==> config.mk <==
export PLATFORM = sky130hd
export DESIGN_NAME = dm_access_unit_flat
export DESIGN_NICKNAME = d
export VERILOG_FILES = /design/src/rtl/dm_access_pkg.sv /design/src/rtl/dm_access_unit_if.sv /design/src/rtl/dm_lane_align.sv /design/src/rtl/dm_access_unit.sv /design/src/flat_wrapper.sv
export SDC_FILE = /design/constraint.sdc
export NUM_CORES = 1
export LEC_CHECK = 0
export CAP_MARGIN = 20
export CORE_UTILIZATION = 49
export DETAILED_ROUTE_END_ITERATION = 12
export PLACE_DENSITY = 0.81
export SKIP_CTS_REPAIR_TIMING = 1
export SLEW_MARGIN = 15
export SYNTH_ARGS = -nofsm -noshare
export SYNTH_HDL_FRONTEND = slang
export SYNTH_SLANG_ARGS = --single-unit
==> constraint.sdc <==
create_clock -name clk -period 4.1 [get_ports clk]
set_input_delay 0.615 -clock clk [delete_from_list [all_inputs] [get_ports clk]]
set_output_delay 0.615 -clock clk [all_outputs]
set_load 0.02 [all_outputs]
==> src/rtl/dm_access_pkg.sv <==
// Shared definitions for the data-memory access unit: op encoding, FSM states
// and the alignment rule.
package dm_access_pkg;

    localparam int unsigned ADDR_W_DEF = 10;
    localparam int unsigned DATA_W     = 32;

    typedef enum logic [2:0] {
        OP_LW  = 3'd0,
        OP_LB  = 3'd1,
        OP_LBU = 3'd2,
        OP_LH  = 3'd3,
        OP_LHU = 3'd4,
        OP_SW  = 3'd5,
        OP_SB  = 3'd6,
        OP_SH  = 3'd7
    } op_e;

    typedef enum logic [1:0] {
        S_IDLE = 2'd0,
        S_RD   = 2'd1,
        S_WR   = 2'd2,
        S_RESP = 2'd3
    } state_e;

    function automatic logic is_store(input op_e op);
        return (op == OP_SW) || (op == OP_SB) || (op == OP_SH);
    endfunction

    // Halfword ops need an even address and word ops need a 4-byte aligned one.
    function automatic logic misaligned(input op_e op, input logic [1:0] lsb);
        logic bad;
        case (op)
            OP_LH, OP_LHU, OP_SH: bad = lsb[0];
            OP_LW, OP_SW:         bad = |lsb;
            default:              bad = 1'b0;
        endcase
        return bad;
    endfunction

endpackage

==> src/rtl/dm_access_unit_if.sv <==
// Request/response handshake plus the dm_1k pin bundle of the access unit.
interface dm_access_unit_if
    import dm_access_pkg::*;
#(
    parameter int unsigned ADDR_W = ADDR_W_DEF
);
    logic              req_valid;
    logic              req_ready;
    logic [2:0]        req_op;
    logic [31:0]       req_addr;
    logic [31:0]       req_wdata;
    logic              resp_valid;
    logic [31:0]       resp_rdata;
    logic              resp_err;
    logic [ADDR_W-1:0] dm_addr;
    logic [31:0]       dm_din;
    logic              dm_we;
    logic              dm_lb_flag;
    logic [31:0]       dm_dout;

    modport slave (
        input  req_valid, req_op, req_addr, req_wdata, dm_dout,
        output req_ready, resp_valid, resp_rdata, resp_err,
               dm_addr, dm_din, dm_we, dm_lb_flag
    );

    modport master (
        output req_valid, req_op, req_addr, req_wdata, dm_dout,
        input  req_ready, resp_valid, resp_rdata, resp_err,
               dm_addr, dm_din, dm_we, dm_lb_flag
    );
endinterface

==> src/rtl/dm_lane_align.sv <==
// Little-endian byte/halfword lane handling: store merge into a word and
// load extraction with sign or zero extension.
module dm_lane_align
    import dm_access_pkg::*;
(
    input  logic [31:0] word,
    input  logic [31:0] wdata,
    input  op_e         op,
    input  logic [1:0]  lane,
    output logic [31:0] merged,
    output logic [31:0] extracted
);

    logic [7:0]  byte_sel;
    logic [15:0] half_sel;

    always_comb begin
        merged = word;
        case (op)
            OP_SW:   merged = wdata;
            OP_SH:   merged[{lane[1], 4'b0000} +: 16] = wdata[15:0];
            OP_SB:   merged[{lane, 3'b000} +: 8]      = wdata[7:0];
            default: merged = word;
        endcase
    end

    always_comb begin
        byte_sel  = word[{lane, 3'b000} +: 8];
        half_sel  = word[{lane[1], 4'b0000} +: 16];
        extracted = '0;
        case (op)
            OP_LW:   extracted = word;
            OP_LB:   extracted = {{24{byte_sel[7]}}, byte_sel};
            OP_LBU:  extracted = {24'h000000, byte_sel};
            OP_LH:   extracted = {{16{half_sel[15]}}, half_sel};
            OP_LHU:  extracted = {16'h0000, half_sel};
            default: extracted = '0;
        endcase
    end

endmodule

==> src/rtl/dm_access_unit.sv <==
// Single-outstanding load/store unit in front of dm_1k; sub-word stores are
// performed as a word read-modify-write.
module dm_access_unit
    import dm_access_pkg::*;
#(
    parameter int unsigned ADDR_W = ADDR_W_DEF
)(
    input  logic            clk,
    input  logic            rst,
    dm_access_unit_if.slave bus
);

    state_e      state;
    op_e         op_q;
    logic [1:0]  lane_q;
    logic [31:0] wdata_q;
    logic [31:0] merged;
    logic [31:0] extracted;
    op_e         req_op;

    assign req_op         = op_e'(bus.req_op);
    assign bus.dm_lb_flag = 1'b0;

    // Lane logic works straight off dm_dout while in RD; results land in
    // dm_din / resp_rdata at the RD edge.
    dm_lane_align u_lane_align (
        .word      (bus.dm_dout),
        .wdata     (wdata_q),
        .op        (op_q),
        .lane      (lane_q),
        .merged    (merged),
        .extracted (extracted)
    );

    always_ff @(posedge clk or posedge rst) begin
        if (rst) begin
            state          <= S_IDLE;
            op_q           <= OP_LW;
            lane_q         <= 2'b00;
            wdata_q        <= '0;
            bus.req_ready  <= 1'b1;
            bus.resp_valid <= 1'b0;
            bus.resp_err   <= 1'b0;
            bus.resp_rdata <= '0;
            bus.dm_we      <= 1'b0;
            bus.dm_addr    <= '0;
            bus.dm_din     <= '0;
        end else begin
            bus.resp_valid <= 1'b0;
            bus.resp_err   <= 1'b0;
            bus.dm_we      <= 1'b0;
            case (state)
                S_IDLE: begin
                    if (bus.req_valid) begin
                        op_q          <= req_op;
                        lane_q        <= bus.req_addr[1:0];
                        wdata_q       <= bus.req_wdata;
                        bus.req_ready <= 1'b0;
                        bus.dm_addr   <= {bus.req_addr[ADDR_W-1:2], 2'b00};
                        if (misaligned(req_op, bus.req_addr[1:0])) begin
                            state          <= S_RESP;
                            bus.resp_valid <= 1'b1;
                            bus.resp_err   <= 1'b1;
                            bus.resp_rdata <= '0;
                        end else if (req_op == OP_SW) begin
                            state      <= S_WR;
                            bus.dm_we  <= 1'b1;
                            bus.dm_din <= bus.req_wdata;
                        end else begin
                            state <= S_RD;
                        end
                    end
                end
                S_RD: begin
                    if (is_store(op_q)) begin
                        state      <= S_WR;
                        bus.dm_we  <= 1'b1;
                        bus.dm_din <= merged;
                    end else begin
                        state          <= S_RESP;
                        bus.resp_valid <= 1'b1;
                        bus.resp_rdata <= extracted;
                    end
                end
                S_WR: begin
                    state          <= S_RESP;
                    bus.resp_valid <= 1'b1;
                    bus.resp_rdata <= '0;
                end
                S_RESP: begin
                    state         <= S_IDLE;
                    bus.req_ready <= 1'b1;
                end
                default: begin
                    state         <= S_IDLE;
                    bus.req_ready <= 1'b1;
                end
            endcase
        end
    end

endmodule

==> src/flat_wrapper.sv <==
// flat-port wrapper written by rule: the top's interface ports become plain ports
module dm_access_unit_flat import dm_access_pkg::*;
#(
    parameter int unsigned ADDR_W = ADDR_W_DEF
)
  (clk, rst, bus_req_valid, bus_req_op, bus_req_addr, bus_req_wdata, bus_dm_dout, bus_req_ready, bus_resp_valid, bus_resp_rdata, bus_resp_err, bus_dm_addr, bus_dm_din, bus_dm_we, bus_dm_lb_flag);
  dm_access_unit_if #(.ADDR_W(ADDR_W)) bus_i ();
  input  logic clk;
  input  logic rst;
  input wire logic [$bits(bus_i.req_valid)-1:0] bus_req_valid;
  input wire logic [$bits(bus_i.req_op)-1:0] bus_req_op;
  input wire logic [$bits(bus_i.req_addr)-1:0] bus_req_addr;
  input wire logic [$bits(bus_i.req_wdata)-1:0] bus_req_wdata;
  input wire logic [$bits(bus_i.dm_dout)-1:0] bus_dm_dout;
  output wire logic [$bits(bus_i.req_ready)-1:0] bus_req_ready;
  output wire logic [$bits(bus_i.resp_valid)-1:0] bus_resp_valid;
  output wire logic [$bits(bus_i.resp_rdata)-1:0] bus_resp_rdata;
  output wire logic [$bits(bus_i.resp_err)-1:0] bus_resp_err;
  output wire logic [$bits(bus_i.dm_addr)-1:0] bus_dm_addr;
  output wire logic [$bits(bus_i.dm_din)-1:0] bus_dm_din;
  output wire logic [$bits(bus_i.dm_we)-1:0] bus_dm_we;
  output wire logic [$bits(bus_i.dm_lb_flag)-1:0] bus_dm_lb_flag;
  assign bus_i.req_valid = bus_req_valid;
  assign bus_i.req_op = bus_req_op;
  assign bus_i.req_addr = bus_req_addr;
  assign bus_i.req_wdata = bus_req_wdata;
  assign bus_i.dm_dout = bus_dm_dout;
  assign bus_req_ready = bus_i.req_ready;
  assign bus_resp_valid = bus_i.resp_valid;
  assign bus_resp_rdata = bus_i.resp_rdata;
  assign bus_resp_err = bus_i.resp_err;
  assign bus_dm_addr = bus_i.dm_addr;
  assign bus_dm_din = bus_i.dm_din;
  assign bus_dm_we = bus_i.dm_we;
  assign bus_dm_lb_flag = bus_i.dm_lb_flag;
  dm_access_unit #(.ADDR_W(ADDR_W)) u_core (.clk(clk), .rst(rst), .bus(bus_i));
endmodule
==> results of run 1 <==
==> layer usage <==
metal  vias up  global-route usage
li1       2603                   -
met3        58             0.08140
met5         -                   0
met2       350              0.4695
met4         0              0.1218
met1      2849              0.3962
==> critical path, delay by kind of cell (launching register included) <==
kind	cells	cell delay [ps]
AOI/OAI and AO/OA	3	390
adders and majority gates	1	380
buffers and inverters	2	450
DFF	1	980
and+or+nand+nor	2	770
==> synth_stat cells (all sizes together), types with 2 or more instances <==
cell type | instances | area (um^2)
buf | 40 | 252.7
o22ai | 2 | 12.51
ha | 9 | 112.6
a32oi | 2 | 17.52
o2bb2ai | 9 | 78.83
mux2i | 15 | 150.1
nor3 | 5 | 30.03
o21ai | 28 | 140.1
inv | 22 | 82.58
a22oi | 28 | 210.2
and3 | 4 | 25.02
nand2 | 39 | 146.4
clkbuf | 10 | 37.54
dfrtp | 114 | 2853
a31oi | 5 | 31.28
a221oi | 18 | 157.7
mux2 | 66 | 780.7
a22o | 17 | 148.9
and2 | 5 | 31.28
a221o | 7 | 70.07
a21o | 17 | 127.6
nor2b | 16 | 100.1
a21bo | 2 | 20.02
a222oi | 3 | 30.03
o21a | 2 | 15.01
o221ai | 11 | 96.34
and2b | 2 | 15.01
a21oi | 43 | 249.0
nand3 | 23 | 115.1
a2bb2oi | 9 | 96.35
nor2 | 25 | 96.35
==> path summary, 6_finish.rpt <==
path	slack, ps	start	to	cells past startpoint
max	1040	u_core.lane_q[1]	u_core.bus.dm_din[30]	8
min reg2reg	490	u_core.bus.dm_din[2]	u_core.bus.dm_din[2]	2
min in group asynchronous	660	rst	u_core.bus.dm_addr[8]	2
max in group asynchronous	2630	rst	u_core.bus.req_ready	3
min	490	u_core.bus.dm_din[2]	u_core.bus.dm_din[2]	2
max reg2reg	1040	u_core.lane_q[1]	u_core.bus.dm_din[30]	8
==> area by class of cell <==
class	instances	area (um^2)
Clock buffer	22	484.2
Clock inverter	9	151.4
Fill cell	978	4029
Inverter	22	85.08
Multi-Input combinational cell	433	3311
Sequential cell	115	2879
Tap cell	172	215.2
Timing Repair Buffer	167	1670
==> where the power goes <==
part | switching [uW] | internal (uW) | total (uW)
sequential | 499 | 1650 | 2150
combinational | 2010 | 1740 | 3760
clock | 519 | 1070 | 1590
==> cell families after synthesis <==
group | Yosys count | synth area share
AOI/OAI and AO/OA | 214 | 0.2482
adders and majority gates | 9 | 0.01719
buffers and inverters | 72 | 0.05690
DFF | 115 | 0.4394
muxes | 81 | 0.1421
other | 1 | 0.0005723
and+or+nand+nor | 126 | 0.09567
==> stage by stage <==
stage	total power (uW)	area [um^2]	worst slack [ps]	hold slack, ps
floorplan	4618	6560	442.6	479.1
global placement	5670	8129	1040	464.3
detailed placement	5815	8129	930.1	478.4
CTS	7436	8765	1167	490.5
global route	7879	8796	958.3	503.4
finish	7498	8796	1038	488.6
==> sequential cells by signal, summed over array words and instances, names as in the netlist <==
register	count
u_core.bus.dm_addr	8
u_core.bus.dm_din	32
u_core.bus.dm_we	1
u_core.bus.req_ready	1
u_core.bus.resp_err	1
u_core.bus.resp_rdata	32
u_core.bus.resp_valid	1
u_core.lane_q	2
u_core.op_q	3
u_core.state	2
u_core.wdata_q	32
==> impl_table.tex, run 1 <==
\begin{tabular}{lr}
\hline
Metric & Value \\
\hline
\multicolumn{2}{l}{\textbf{Timing}} \\
Max Clock Freq & $\sim$330 MHz \\
RSZ-0062 raised after global routing & no \\
Total negative slack & 0 ps \\
Least-Margin Pin Slew & between 900 and 1000 ps \\
Max-slew violation count & 0 \\
Max-Slew Margin vs Limit & 0.3517 \\
Setup Viol. Count Final & 0 \\
Final Hold Violating Endpoints & 0 \\
Final setup skew & 8.616 ps \\
Post-route clock period utilization & 0.7469 \\
Time the worst path needs with I/O delays and setup & 3062 ps \\
\multicolumn{2}{l}{\textbf{Placement}} \\
Routability Congestion & 0.8790 \\
Post-Place Cells & 907 \\
Port Buf Inserts & 155 \\
Placed wire-length estimate & 14.60 mm \\
\multicolumn{2}{l}{\textbf{Synthesis}} \\
FFs w/ async S/R, synth & 1.000 \\
Synthesized instance count & roughly 620 \\
Number of synthesized register bits & roughly 120 \\
Mean area per synthesized cell & 10.60 um\^{}2 \\
Post-synth design cell area & between 6000 and 7000 um\^{}2 \\
Synth warnings & 0 \\
EDFF count, synth & 0 \\
Distinct cells, synth & between 60 and 70 \\
Register area share after synthesis & 0.4394 \\
Predominant post-synthesis flop cell & sky130\_fd\_sc\_hd\_\_dfrtp\_1 \\
\multicolumn{2}{l}{\textbf{Floorplanning}} \\
Total I/O pin count & 181 \\
Core outline area & between 10000 and 15000 um\^{}2 \\
Die outline area & 13840 um\^{}2 \\
Starting Density & 0.5109 \\
Chip height & about 120 um \\
Row Count & approximately 40 \\
Die span in x & around 120 um \\
\multicolumn{2}{l}{\textbf{Drt}} \\
Total vias in the final route & 5860 \\
DR DRC count & 0 \\
Metal2 WL & 9.524 mm \\
Count of routing violations after the opening detailed-route iteration & 567 \\
Number of routed nets with antenna violations & 0 \\
WL final & 20.38 mm \\
Via density per instance & about 6.2 \\
Detailed route wirelength on metal3 & between 1.5 and 2 mm \\
Post-detailed-route wirelength per cell & 21.68 um \\
Wl on met1 & 8.423 mm \\
Top Metal Used & met4 \\
DR pass1 iterations & 8 \\
\multicolumn{2}{l}{\textbf{GRT}} \\
Pin count of the biggest net entering global routing & 64 \\
Vias in the first global route & $\sim$5800 \\
Initial antenna violation count & 0 \\
Total overflow reported by the global router & 0 \\
Wire length of the first global-routing pass & roughly 32 mm \\
Total track usage & 0.3011 \\
\multicolumn{2}{l}{\textbf{CTS}} \\
Clock tree buffer depth & 2 \\
Clock H-tree levels & 4 \\
TritonCTS clock tree & done \\
TritonCTS Sinks & roughly 120 \\
Number of buffers inserted during clock tree synthesis & 17 \\
Buffer cell driving the clock tree root & sky130\_fd\_sc\_hd\_\_clkbuf\_16 \\
Clk pin slew, worst setup/hold paths & 50 ps \\
Clock network latency to the later pin of the worst-skew pair & about 420 ps \\
\multicolumn{2}{l}{\textbf{Critical path}} \\
Data required time of the worst path & 4440 ps \\
Startpoint type of the worst setup path & flip-flop \\
Most common cell type on the critical path & sky130\_fd\_sc\_hd\_\_o21ai\_0 \\
Cell chain of the critical path & inv\_1 > ha\_1 > nor4bb\_1 > buf\_4 > nand2\_1 > o21ai\_0 > a221oi\_1 > o21ai\_0 \\
Standard cell with the maximum stage delay on the critical path & sky130\_fd\_sc\_hd\_\_dfrtp\_1 \\
Type of element capturing the critical path & flip-flop \\
Longest individual stage delay on the worst path & 980 ps \\
Largest fanout of any net on the critical path & 24 \\
Critical setup path kind & reg -> reg \\
Data arrival time of the critical path & 3400 ps \\
\multicolumn{2}{l}{\textbf{Layout}} \\
Fraction of layout instances using a drive strength above 1 & 0.1667 \\
Synth-to-Final Area Change & 34.24\% \\
Net count, final & 867 \\
Most frequent standard cell in the layout excluding fill and tap cells & sky130\_fd\_sc\_hd\_\_clkdlybuf4s50\_1 \\
Final cell utilization of the core & 0.6859 \\
Final std cells w/o fill & 940 \\
Number of diodes added for antenna fixing & 0 \\
Most frequent cells in the layout & sky130\_fd\_sc\_hd\_\_clkdlybuf4s50\_1 (155), sky130\_fd\_sc\_hd\_\_dfrtp\_1 (114), sky130\_fd\_sc\_hd\_\_mux2\_2 (56), sky130\_fd\_sc\_hd\_\_nand2\_1 (38), sky130\_fd\_sc\_hd\_\_a21oi\_1 (38) \\
\multicolumn{2}{l}{\textbf{Power}} \\
Leakage dissipation & 0.003746 uW \\
PD cells & between 800 and 900 nW/um\^{}2 \\
Maximum ir drop on the vdd rail & around 0.00048 V \\
\multicolumn{2}{l}{\textbf{Outcome}} \\
Result of the run & finished, final reports clean \\
\multicolumn{2}{l}{\textbf{Flow run}} \\
Count of maximum capacitance violations & 0 \\
\multicolumn{2}{l}{\textbf{Worst hold path}} \\
Worst min-delay path category & reg -> reg \\
\hline
\end{tabular}
No activity file was read; power rests on OpenSTA's default activity.
==> run 2: changes to the inputs <==
--- a/config.mk
+++ b/config.mk
@@ -6,9 +6,9 @@
 export NUM_CORES = 1
 export LEC_CHECK = 0
 export CAP_MARGIN = 20
-export CORE_UTILIZATION = 49
+export CORE_UTILIZATION = 44
 export DETAILED_ROUTE_END_ITERATION = 12
-export PLACE_DENSITY = 0.81
+export PLACE_DENSITY = 0.77
 export SKIP_CTS_REPAIR_TIMING = 1
 export SLEW_MARGIN = 15
 export SYNTH_ARGS = -nofsm -noshare
==> constraint.sdc (replaced) <==
create_clock -name clk -period 2.68 [get_ports clk]
set_input_delay 0.402 -clock clk [delete_from_list [all_inputs] [get_ports clk]]
set_output_delay 0.402 -clock clk [all_outputs]
set_load 0.02 [all_outputs]
==> impl_table.tex, run 2 (synthesis gave the netlist of run 1 again) <==
\begin{tabular}{lr}
\hline
Metric & Value \\
\hline
\multicolumn{2}{l}{\textbf{CTS}} \\
Clock network latency to the later pin of the worst-skew pair & 430 ps (about the same) \\
Number of buffers inserted during clock tree synthesis & 17 (unchanged) \\
Clk pin slew, worst setup/hold paths & 60 ps (about the same) \\
Clock H-tree levels & 4 (unchanged) \\
TritonCTS clock tree & done \\
Clock tree buffer depth & 2 (unchanged) \\
TritonCTS Sinks & 115 (unchanged) \\
Buffer cell driving the clock tree root & sky130\_fd\_sc\_hd\_\_clkbuf\_16 \\
\multicolumn{2}{l}{\textbf{Worst hold path}} \\
Worst min-delay path category & reg -> reg \\
\multicolumn{2}{l}{\textbf{Floorplanning}} \\
Starting Density & 0.4508 (-0.06008) \\
Die span in x & 124.0 um (+5.4\%) \\
Die outline area & 15380 um\^{}2 (+11\%) \\
Chip height & 124.0 um (+5.4\%) \\
Core outline area & 14530 um\^{}2 (+13\%) \\
Row Count & 44 (+7.3\%) \\
Total I/O pin count & 181 (unchanged) \\
\multicolumn{2}{l}{\textbf{Outcome}} \\
Result of the run & finished, final reports clean \\
\multicolumn{2}{l}{\textbf{Timing}} \\
RSZ-0062 raised after global routing & no \\
Least-Margin Pin Slew & 1063 ps (+91.01 ps) \\
Setup Viol. Count Final & 0 (unchanged) \\
Time the worst path needs with I/O delays and setup & 2387 ps (-675.5 ps) \\
Post-route clock period utilization & 0.8906 (+0.1437) \\
Final setup skew & 7.731 ps (-0.8859 ps) \\
Final Hold Violating Endpoints & 0 (unchanged) \\
Max-Slew Margin vs Limit & 0.2871 (-0.06454) \\
Max-slew violation count & 0 (unchanged) \\
Total negative slack & 0 ps (unchanged) \\
Max Clock Freq & 419.0 MHz (+28\%) \\
\multicolumn{2}{l}{\textbf{GRT}} \\
Pin count of the biggest net entering global routing & 116 (+81\%) \\
Initial antenna violation count & 0 (unchanged) \\
Total overflow reported by the global router & 0 (unchanged) \\
Vias in the first global route & 5724 (-0.81\%) \\
Total track usage & 0.2816 (-0.01955) \\
Wire length of the first global-routing pass & 31.95 mm (-0.73\%) \\
\multicolumn{2}{l}{\textbf{Layout}} \\
Filler cell count in the final layout & 1260 (+29\%) \\
Net count, final & 884 (+2.0\%) \\
Most frequent standard cell in the layout excluding fill and tap cells & sky130\_fd\_sc\_hd\_\_clkdlybuf4s50\_1 \\
Most frequent cells in the layout & sky130\_fd\_sc\_hd\_\_clkdlybuf4s50\_1 (155), sky130\_fd\_sc\_hd\_\_dfrtp\_1 (114), sky130\_fd\_sc\_hd\_\_mux2\_2 (56), sky130\_fd\_sc\_hd\_\_nand2\_1 (38), sky130\_fd\_sc\_hd\_\_a21oi\_1 (38) \\
Final std cells w/o fill & 970 (+3.2\%) \\
Final standard cell area without fillers & 8895 um\^{}2 (+1.1\%) \\
Final cell utilization of the core & 0.6120 (-0.07385) \\
Fraction of layout instances using a drive strength above 1 & 0.1870 (+0.02036) \\
Biggest regs & u\_core.bus.dm\_din x32, u\_core.bus.resp\_rdata x32, u\_core.wdata\_q x32 \\
Synth-to-Final Area Change & 35.75\% \\
Number of diodes added for antenna fixing & 0 (unchanged) \\
\multicolumn{2}{l}{\textbf{Power}} \\
PD cells & 1283 nW/um\^{}2 (+50\%) \\
Leakage dissipation & 0.003792 uW (+1.3\%) \\
Maximum ir drop on the vdd rail & 0.0006607 V (+37\%) \\
\multicolumn{2}{l}{\textbf{Drt}} \\
Total vias in the final route & 5885 (+0.43\%) \\
Post-detailed-route wirelength per cell & 21.35 um (-1.5\%) \\
Number of routed nets with antenna violations & 0 (unchanged) \\
DR pass1 iterations & 6 (-2) \\
WL final & 20.71 mm (+1.6\%) \\
Count of routing violations after the opening detailed-route iteration & 510 (-10\%) \\
DR DRC count & 0 (unchanged) \\
Via density per instance & 6.067 (-2.7\%) \\
\multicolumn{2}{l}{\textbf{Placement}} \\
Port Buf Inserts & 155 (unchanged) \\
Post-Place Cells & 938 (+3.4\%) \\
Routability Congestion & 0.8498 (-3.3\%) \\
Placed wire-length estimate & 14.97 mm (+2.5\%) \\
Total cell area at the placement stage & 8313 um\^{}2 (+2.3\%) \\
\multicolumn{2}{l}{\textbf{Critical path}} \\
Critical setup path kind & reg -> reg \\
Type of element capturing the critical path & flip-flop \\
Data required time of the worst path & 3040 ps (-1400 ps) \\
Largest fanout of any net on the critical path & 16 (-33\%) \\
Data arrival time of the critical path & 2750 ps (-650 ps) \\
Startpoint type of the worst setup path & flip-flop \\
\multicolumn{2}{l}{\textbf{Flow run}} \\
Count of maximum capacitance violations & 0 (unchanged) \\
\hline
\end{tabular}
[run 2: path summary, 6_finish.rpt]
kind / start / cells after the start / endpoint / slack, ps
worst max register to register: u_core.state[1] / 6 / u_core.bus.resp_rdata[19] / 290
min in group asynchronous: rst / 3 / u_core.bus.resp_rdata[18] / 520
worst max-delay path: u_core.state[1] / 6 / u_core.bus.resp_rdata[19] / 290
worst min register to register: u_core.bus.dm_din[24] / 2 / u_core.bus.dm_din[24] / 490
max in group asynchronous: rst / 3 / u_core.bus.dm_addr[4] / 1700
worst min-delay path: u_core.bus.dm_din[24] / 2 / u_core.bus.dm_din[24] / 490
[run 2: critical path, cell delays in order, from the launching register on]
cell                      delay [ps]
sky130_fd_sc_hd__dfrtp_1         410
sky130_fd_sc_hd__inv_1           100
sky130_fd_sc_hd__ha_1            430
sky130_fd_sc_hd__inv_2           120
sky130_fd_sc_hd__nor3_2          880
sky130_fd_sc_hd__a21o_1          240
sky130_fd_sc_hd__mux2_4          140
[run 2: power breakdown]
| part | internal (uW) | switching [uW] | total (uW) |
|---|---|---|---|
| Clock | 1320 | 906 | 2230 |
| Combinational | 2790 | 3200 | 5990 |
| Sequential | 2520 | 666 | 3190 |
[run 2: cell type report]
type	count	area, um^2	share of cell area
Clock inverter	14	142.6	0.01604
Sequential cell	115	2879	0.3237
Clock buffer	18	439.2	0.04937
Inverter	22	86.33	0.009706
Multi-Input combinational cell	433	3311	0.3722
Tap cell	184	230.2	0.02588
Timing Repair Buffer	184	1807	0.2031
[run 2: routing by layer]
layer	part of all wire	wire [um]	global-route usage	vias to the layer above
li1	-	-	-	2652
met1	0.44	9192	0.3931	2938
met2	0.47	9676	0.4337	268
met3	0.072	1482	0.06090	27
met4	0.017	361	0.09152	0
met5	0	0	0	-
[run 2: metrics by stage]
stage / hold WS, ps / setup WS (ps) / total power (uW)
after global placement: 475.8 / 344.7 / 8944
after global routing: 508.0 / 99.99 / 12070
after CTS: 486.4 / 281.8 / 11400
final: 487.3 / 293.3 / 11410
after floorplan: 479.1 / 583.7 / 7065
after detailed placement: 473.8 / 302.1 / 9118
==> RTL change, RTL diff (flow settings as in run 2) <==
Make the reset (`rst`) synchronous in one clocked block.
--- a/src/rtl/dm_access_unit.sv
+++ b/src/rtl/dm_access_unit.sv
@@ -32,7 +32,7 @@
         .extracted (extracted)
     );
 
-    always_ff @(posedge clk or posedge rst) begin
+    always_ff @(posedge clk) begin
         if (rst) begin
             state          <= S_IDLE;
             op_q           <= OP_LW;
Behaviour: differs if rst is asserted again (counterexample within 4 cycles, from zero or initial values and one cycle with rst high); with rst held inactive, the same outputs for 4 cycles.
==> RTL change against run 2 <==
  * Design area is 6.5% lower
  * Sequential cell count stayed put
  * Worst setup slack worse by 0.061 ns
  * Fmax is 2.5% lower
  * Synthesized area is 9.4% lower
  * Via count is 10% higher
  * Final cell count is 6.6% higher
  * Wire length is 6.0% higher
  * Power is 22% lower
  * Utilization is 1.8 points higher
  * Sequential power is 19% lower
  * Critical endpoint is now u_core.bus.dm_din[18]
  * Largest cell class unchanged
==> RTL change: results (changes against run 2) <==
run status=finished, final reports clean; Worst EP arrival=2.68 ns (-0.07 ns); leakage=0.002866 uW (-24%); first-pass GRT wire length=34,360 um (+7.5%); fraction of area in registers=27.69% (-4.7 points); Fin Clk Skew=0.01175 ns (+0.004017 ns); pre-CTS WS=0.09884 ns (-0.2033 ns); largest net degree at the start of global routing=73 (-37%); Tapcell Cnt=176 (-4.3%); final net count=956 (+8.1%); Placed Area=7657 um^2 (-7.9%); worst vdd ir=430.2 uV (-35%); CP peak stage delay=0.83 ns (-0.05 ns); area delta synth->final=40.05%; top post-synthesis cells by area=dfxtp_1 (39%), a21oi_1 (8.3%), nand2_1 (8.0%); Rel. slew slack=24.75% (-4.0 points); via count=6,478 (+10%); Crit-path slowest cell=and2_1; share of flip-flops with an asynchronous set or reset=0% (-100 points); layout cell share with drive strength beyond 1=11.07% (-7.6 points); Non-clk bufs=191 (+3.8%); Yosys cell types=64 (+1.6%); DR WL/cell=21.24 um (-0.55%); Layout clock area frac=7.887% (+1.3 points); Adder-Cell Fraction of Synth Area=1.897% (+0.18 points)
## RTL change: power by group
group          switching, uW  internal (uW)  leakage, uW  total [uW]
Combinational           2230           1600      0.00160        3830
Clock                    802           1700     0.000325        2500
Sequential               380           2200     0.000940        2580
Total                   3410           5490      0.00287        8910
## RTL change: path summary, 6_finish.rpt
check             slack (ns)                  start  cells past startpoint               endpoint
setup / recovery        0.23        u_core.state[0]                      6  u_core.bus.dm_din[18]
hold / removal          0.45  u_core.bus.dm_addr[9]                      2  u_core.bus.dm_addr[9]
setup reg to reg        0.23        u_core.state[0]                      6  u_core.bus.dm_din[18]
hold reg to reg         0.45  u_core.bus.dm_addr[9]                      2  u_core.bus.dm_addr[9]
## RTL change: layer usage
| layer | wire [um] | share of wire (%) |
|---|---|---|
| met1 | 9291 | 42 |
| met3 | 2161 | 9.8 |
| met4 | 671 | 3.1 |
| met5 | 0 | 0 |
| met2 | 9832 | 45 |
